--- src/rtl/mandelbrot_iter_ctrl.sv ---
// Mandelbrot iteration controller: sequences one pixel at a time through the
// external combinational step logic (z_(n+1) = z_n^2 + C, |z_n|^2 > 4 flag).
//
// Ports:
//   clk, rst_n        clock (rising edge), asynchronous active-low reset
//   abort             synchronous abort back to IDLE, result dropped
//   in_valid/ready    C handshake (c_real_in, c_imag_in)
//   z_*, c_*          registered z_n and C, driving the step logic
//   next_z_*          z_(n+1) returned by the step logic
//   finished          divergence flag from the step logic
//   out_valid/ready   result handshake (iter_count, escaped)
//
// Optional build macro MANDEL_ITER_STATS_EN adds pixel_total[31:0], the
// number of completed result handshakes (cleared by rst_n only).
module mandelbrot_iter_ctrl #(
    parameter int Q_LEN    = 50,
    parameter int ITER_W   = 16,
    parameter int MAX_ITER = 255
) (
    input  logic              clk,
    input  logic              rst_n,
    input  logic              abort,
    input  logic              in_valid,
    output logic              in_ready,
    input  logic [Q_LEN-1:0]  c_real_in,
    input  logic [Q_LEN-1:0]  c_imag_in,
    output logic [Q_LEN-1:0]  z_real,
    output logic [Q_LEN-1:0]  z_imag,
    output logic [Q_LEN-1:0]  c_real,
    output logic [Q_LEN-1:0]  c_imag,
    input  logic [Q_LEN-1:0]  next_z_real,
    input  logic [Q_LEN-1:0]  next_z_imag,
    input  logic              finished,
    output logic              out_valid,
    input  logic              out_ready,
    output logic [ITER_W-1:0] iter_count,
    output logic              escaped
`ifdef MANDEL_ITER_STATS_EN
   ,output logic [31:0]       pixel_total
`endif
);

    typedef enum logic [1:0] {
        IDLE,
        ITER,
        DONE
    } state_t;

    localparam logic [ITER_W-1:0] MAX_CNT = ITER_W'(MAX_ITER);

    state_t              state_q;
    logic [Q_LEN-1:0]    z_real_q;
    logic [Q_LEN-1:0]    z_imag_q;
    logic [Q_LEN-1:0]    c_real_q;
    logic [Q_LEN-1:0]    c_imag_q;
    logic [ITER_W-1:0]   cnt_q;
    logic [ITER_W-1:0]   cnt_d;
    logic                esc_q;
    logic                at_limit;

    // The limit test happens before the increment, so cnt_d never wraps
    // when it is actually loaded.
    assign cnt_d    = cnt_q + 1'b1;
    assign at_limit = (cnt_q == MAX_CNT);

    always_ff @(posedge clk or negedge rst_n) begin
        if (!rst_n) begin
            state_q  <= IDLE;
            z_real_q <= '0;
            z_imag_q <= '0;
            c_real_q <= '0;
            c_imag_q <= '0;
            cnt_q    <= '0;
            esc_q    <= 1'b0;
        end else if (abort) begin
            state_q  <= IDLE;
            cnt_q    <= '0;
            esc_q    <= 1'b0;
        end else begin
            unique case (state_q)
                IDLE: begin
                    if (in_valid) begin
                        c_real_q <= c_real_in;
                        c_imag_q <= c_imag_in;
                        z_real_q <= '0;
                        z_imag_q <= '0;
                        cnt_q    <= '0;
                        esc_q    <= 1'b0;
                        state_q  <= ITER;
                    end
                end
                ITER: begin
                    // Escape wins over the limit: a point escaping exactly
                    // at MAX_ITER is reported as diverged.
                    if (finished) begin
                        esc_q   <= 1'b1;
                        state_q <= DONE;
                    end else if (at_limit) begin
                        esc_q   <= 1'b0;
                        state_q <= DONE;
                    end else begin
                        z_real_q <= next_z_real;
                        z_imag_q <= next_z_imag;
                        cnt_q    <= cnt_d;
                    end
                end
                DONE: begin
                    if (out_ready) begin
                        state_q <= IDLE;
                    end
                end
                default: begin
                    state_q <= IDLE;
                end
            endcase
        end
    end

    assign in_ready   = (state_q == IDLE);
    assign out_valid  = (state_q == DONE);
    assign z_real     = z_real_q;
    assign z_imag     = z_imag_q;
    assign c_real     = c_real_q;
    assign c_imag     = c_imag_q;
    assign iter_count = cnt_q;
    assign escaped    = esc_q;

`ifdef MANDEL_ITER_STATS_EN
    logic [31:0] total_q;

    // Deliberately not cleared by abort: it counts delivered results over
    // the whole session.
    always_ff @(posedge clk or negedge rst_n) begin
        if (!rst_n) begin
            total_q <= '0;
        end else if (out_valid && out_ready) begin
            total_q <= total_q + 32'd1;
        end
    end

    assign pixel_total = total_q;
`endif

endmodule

--- config.mk ---
export PLATFORM = sky130hd
export DESIGN_NAME = mandelbrot_iter_ctrl
export DESIGN_NICKNAME = d
export VERILOG_FILES = /design/src/rtl/mandelbrot_iter_ctrl.sv
export SDC_FILE = /design/constraint.sdc
export NUM_CORES = 1
export LEC_CHECK = 0
export ABC_CLOCK_PERIOD_IN_PS = 7300
export CORE_AREA = 8 8 159 161
export CTS_CLUSTER_SIZE = 12
export DETAILED_ROUTE_END_ITERATION = 8
export DIE_AREA = 0 0 167 169
export MAX_ROUTING_LAYER = met4
export PLACE_DENSITY = 0.77
export SYNTH_ARGS = -nofsm -noshare
export SYNTH_HDL_FRONTEND = slang
export SYNTH_SLANG_ARGS = --single-unit
--- constraint.sdc ---
create_clock -name clk -period 7.3 [get_ports clk]
set_clock_uncertainty 0.2 [all_clocks]
set_input_delay 1.46 -clock clk [delete_from_list [all_inputs] [get_ports clk]]
set_output_delay 1.46 -clock clk [all_outputs]
set_load 0.01 [all_outputs]
# After elaboration in Yosys (flattened, before gate mapping)
# Index checks and enable logic that the tools add are counted.
# Widths: inputs -> output; s select.
totals:
  ff_bits: 219
  in_bits: 206
  out_inout_bits: 219
classes:
  add_sub_neg: 1
  eq_ne: 11
  n_mux: 23
  n_bitwise: 1
  reduce_logical: 8
op_table:
  columns: ["operator", "n"]
  rows:
  - ["$mux 50", 5]
  - ["$pmux 50 s2", 2]
  - ["$mux 16", 4]
  - ["$pmux 16 s2", 1]
  - ["$add 16x1->16 const B", 1]
  - ["$eq 16x8->1 const B", 1]
  - ["$mux 2", 5]
  - ["$ne 3x3->1 const B", 3]
  - ["$reduce_and 3->1", 3]
  - ["$ne 2x2->1 const B", 3]
  - ["$pmux 2 s3", 1]
  - ["$reduce_and 5->1", 1]
  - ["$mux 1", 4]
  - ["$ne 4x4->1 const B", 1]
  - ["$reduce_and 4->1", 1]
  - ["$ne 3x2->1 const B", 1]
  - ["$reduce_bool 3->1", 1]
  - ["$eq 2x1->1 const B", 1]
  - ["$eq 2x2->1 const B", 1]
  - ["$logic_not 2->1", 1]
  - ["$pmux 1 s2", 1]
  - ["$reduce_bool 2->1", 1]
  - ["$not 1->1", 1]

# Depth between registers and ports, before layout
logic_depth:
  depth_word: 5
  mapped_depth: 8
  depth_no_buf: 6

# Least setup slack after synthesis
# Ideal clock, no wire load.
synth_path:
  path_type: "in2reg"
  startpoint: "in abort"
  endpoint: "reg cnt_q[1], in the netlist iter_count[1]"
  setup_time_ns: 0.067
  t_arrival_ns: 2.773
  t_required_ns: 7.033
  setup_slack_ns: 4.260
  stages: 7
  path_cell_list: "or3b_1 > nor2_1 > o21a_1 > clkbuf_1 > clkbuf_1 > nand2_1 > nand2_1"
synth_via:
  elab_chain_len: 2
  elab_cells_between_ends: 6
  cone_classes: "3 x eq/ne; 1 x mux; 2 x reduce/logical"
synth_rtl:
  columns: ["element", "line_no", "rtl"]
  rows:
  - ["start, declared", "22", "input logic abort,"]
  - ["$ne 3x3->1 (no source line) or $reduce_bool 3->1 (tied branches)", null, null]
  - ["$reduce_and 4->1 (no source line)", null, null]
  - ["end signal, assigned", "104", "cnt_q <= cnt_d;"]
  - ["end, declared", "56", "logic [ITER_W-1:0] cnt_q;"]
# Several ways; a longest one is shown, not always the timed one.
# A chain may end at the register's enable or synchronous reset.

# Worst setup path after layout
layout_path:
  startpoint: "in abort"
  endpoint: "reg z_real_q[24], in the netlist z_real[24]"
layout_via:
  elab_chain_len: 2
layout_rtl:
  columns: ["element", "line_no", "rtl"]
  rows:
  - ["$not 1->1 (no source line)", null, null]
  - ["$reduce_and 5->1 (no source line)", null, null]
  - ["end signal, assigned", "102", "z_real_q <= next_z_real;"]
  - ["end, declared", "52", "logic [Q_LEN-1:0] z_real_q;"]
# Every way passes these cells.

==> impl_metrics.ini <==
[status]
status = finished, final reports clean

[placement]
port_buffers = 424
gp_congestion = 0.846
dp.cells = 1644
pre_cts_ws_ns = 2.91
hpwl_um = 21900

[final_layout]
layout.nets = 1588
final_cell_mix = nand2_1 (516), clkdlybuf4s50_1 (423), dfrtp_1 (219)
final_common_cell = nand2_1
syn_to_final_growth_pct = 60.5
drive_gt1_share_pct = 3.79
instances_no_fill = 1691

[yosys]
postSynthAreaPerCell_um2 = 8.85
ys_seq_elements = 219
async_reset_ff_share_pct = 100
yosysWarnings = 0
syn_nets = 1190
synth-edff-count = 0
synth_area_um2 = 8700
yosysSeqAreaShare_pct = 63.0
yosys.cell_types.count = 34
synth_ff_type = dfrtp_1
netlist_instances = 983

[global_route]
grt_use_total_pct = 21.7
overflow = 0
antenna_found_initial = 2
grt_max_degree = 114
grt_pass1_vias = 8379
grt_pass1_wl_um = 47600

[flow_run]
drv_cap = 0

[clocking]
ctsLongestPathBuffers = 3
root_buffer = clkbuf_16
htree_num_levels = 1
clkSlewWorstSetupHoldPaths_ns = 0.06
clkSinkCount = 219
cts_resized = 0
insertion_delay_ns = 0.51
numCtsBuffers = 25
ctsHoldBuffers = 0
post_cts_buffers = 0
cts_tree = done

[floorplan]
start_util_pct = 38.0
die_w_um = 167
io_pins = 425
core_area_um2 = 22900
die_h_um = 169
die_area_um2 = 28200
rows = 56

[sta]
fin_crit_ns = 3.93
postLayoutSetupSlackWorst_ns = 3.37
hold_ws_ns = 0.271
finalSetupViolations = 0
fmax_ghz = 0.254
tns_ns = 0
rsz0062_at_grt = no
final-hold-violation-count = 0
drv_slew = 0
fin_crit_sh_pct = 53.9
worstMarginPinSlew_ns = 1.21
max_slew_margin_pct = 19.1

[worst_setup_path]
ff2ff_setup_slack_ns = 3.92
critPathKind = in2reg
worst-path-max-fanout = 103
endpoint = z_real[24]
rr_startpoint = iter_count[0]
worstSetupStartpointType = input port
critPathCaptureType = flop
rr_endpoint = iter_count[3]
ff2ff_path_depth = 7
arrival_ns = 4.18
setup.worst_path.start = abort
required_ns = 7.54

[power_and_ir_drop]
p_per_area_nw_per_um2 = 253
irDropWorstVdd_mv = 0.210
leakagePower_nw = 6.72
power.total_mw = 3.52

[routing]
routed-via-count = 8362
drt_wl_total_um = 31300
vias_per_cell = 4.95
drc = 0
wire_per_inst_um = 18.5
drt_iter0_drc = 781
ant_nets = 0
first_pass_iters = 4

[worst_hold_path]
min_path_cells = 2
hold_class = reg2reg
[kinds of logic (layout without fill, tap and decap cells)]
| family | count (synthesis) | count (layout) | synth area share [%] |
|---|---|---|---|
| AND/OR/NAND/NOR | 663 | 663 | 31.4 |
| other | 0 | 2 | 0 |
| flip-flops | 219 | 219 | 63.0 |
| buffers and inverters | 65 | 481 | 2.88 |
| adder cells (fa/ha/maj) | 1 | 1 | 0.144 |
| AO/OA/AOI/OAI | 35 | 35 | 2.56 |
[metal layers]
layer	vias up	GRT usage (%)	routed length [µm]
met5	-	-	0
met4	0	6.31	797
met3	54	8.34	3080
met2	356	36.0	15500
met1	4021	24.0	12000
li1	3931	-	-
[stage by stage]
stage / area [µm²] / utilization, %
6_report: 14000 / 60.9
5_1_grt: 14000 / 60.9
4_1_cts: 13900 / 60.9
3_5_place_dp: 13200 / 57.5
3_3_place_gp: 13200 / 57.5
2_1_floorplan: 8700 / -
[flip-flops by register name, summed over array words and instances, names as in the netlist]
| signal | flops |
|---|---|
| z_real | 50 |
| state_q | 2 |
| escaped | 1 |
| c_real | 50 |
| iter_count | 16 |
| z_imag | 50 |
| c_imag | 50 |
[worst min-delay path by stage]
stage                    start          to  slack [ns]
floorplan            c_imag[0]   c_imag[0]        0.31
global placement    c_real[10]  c_real[10]        0.26
detailed placement   c_imag[9]   c_imag[9]        0.26
CTS                 c_imag[27]  c_imag[27]        0.27
global route         c_imag[9]   c_imag[9]        0.30
finish               c_imag[9]   c_imag[9]        0.27
[Yosys cell counts, drive strengths merged, types with 2 or more instances]
| library cell | count | area (µm²) |
|---|---|---|
| a21oi | 4 | 20.0 |
| a31o | 2 | 17.5 |
| a31oi | 2 | 12.5 |
| buf | 5 | 25.0 |
| clkbuf | 55 | 206 |
| dfrtp | 219 | 5480 |
| inv | 5 | 18.8 |
| nand2 | 517 | 1940 |
| nand3 | 109 | 546 |
| nand3b | 2 | 15.0 |
| nand4 | 3 | 18.8 |
| nor2 | 10 | 37.5 |
| nor3 | 4 | 20.0 |
| nor4 | 5 | 37.5 |
| o211ai | 6 | 45.0 |
| o21ai | 14 | 70.1 |
| or4 | 6 | 45.0 |
| or4b | 2 | 20.0 |
[worst max-delay path: stages]
cell,delay (ns)
clkdlybuf4s50_1,0.53
or3b_1,0.56
nor2_1,0.30
o21a_4,0.88
nand2_1,0.17
nand2_1,0.11
[area by class of cell]
type / count / area, µm²
clock buffer: 38 / 744
antenna: 2 / 5.00
inverter: 5 / 18.8
timing repair buffer: 431 / 4310
tap: 290 / 363
multi-input combinational: 699 / 2990
sequential: 219 / 5480
fill: 1914 / 8960
clock inverter: 7 / 38.8
[power by group]
| part | switching [mW] | leakage [nW] | internal [mW] |
|---|---|---|---|
| clock network | 0.493 | 0.393 | 0.700 |
| registers | 0.101 | 2.86 | 1.39 |
| logic | 0.381 | 3.47 | 0.462 |
No activity file was read; power rests on OpenSTA's default activity.
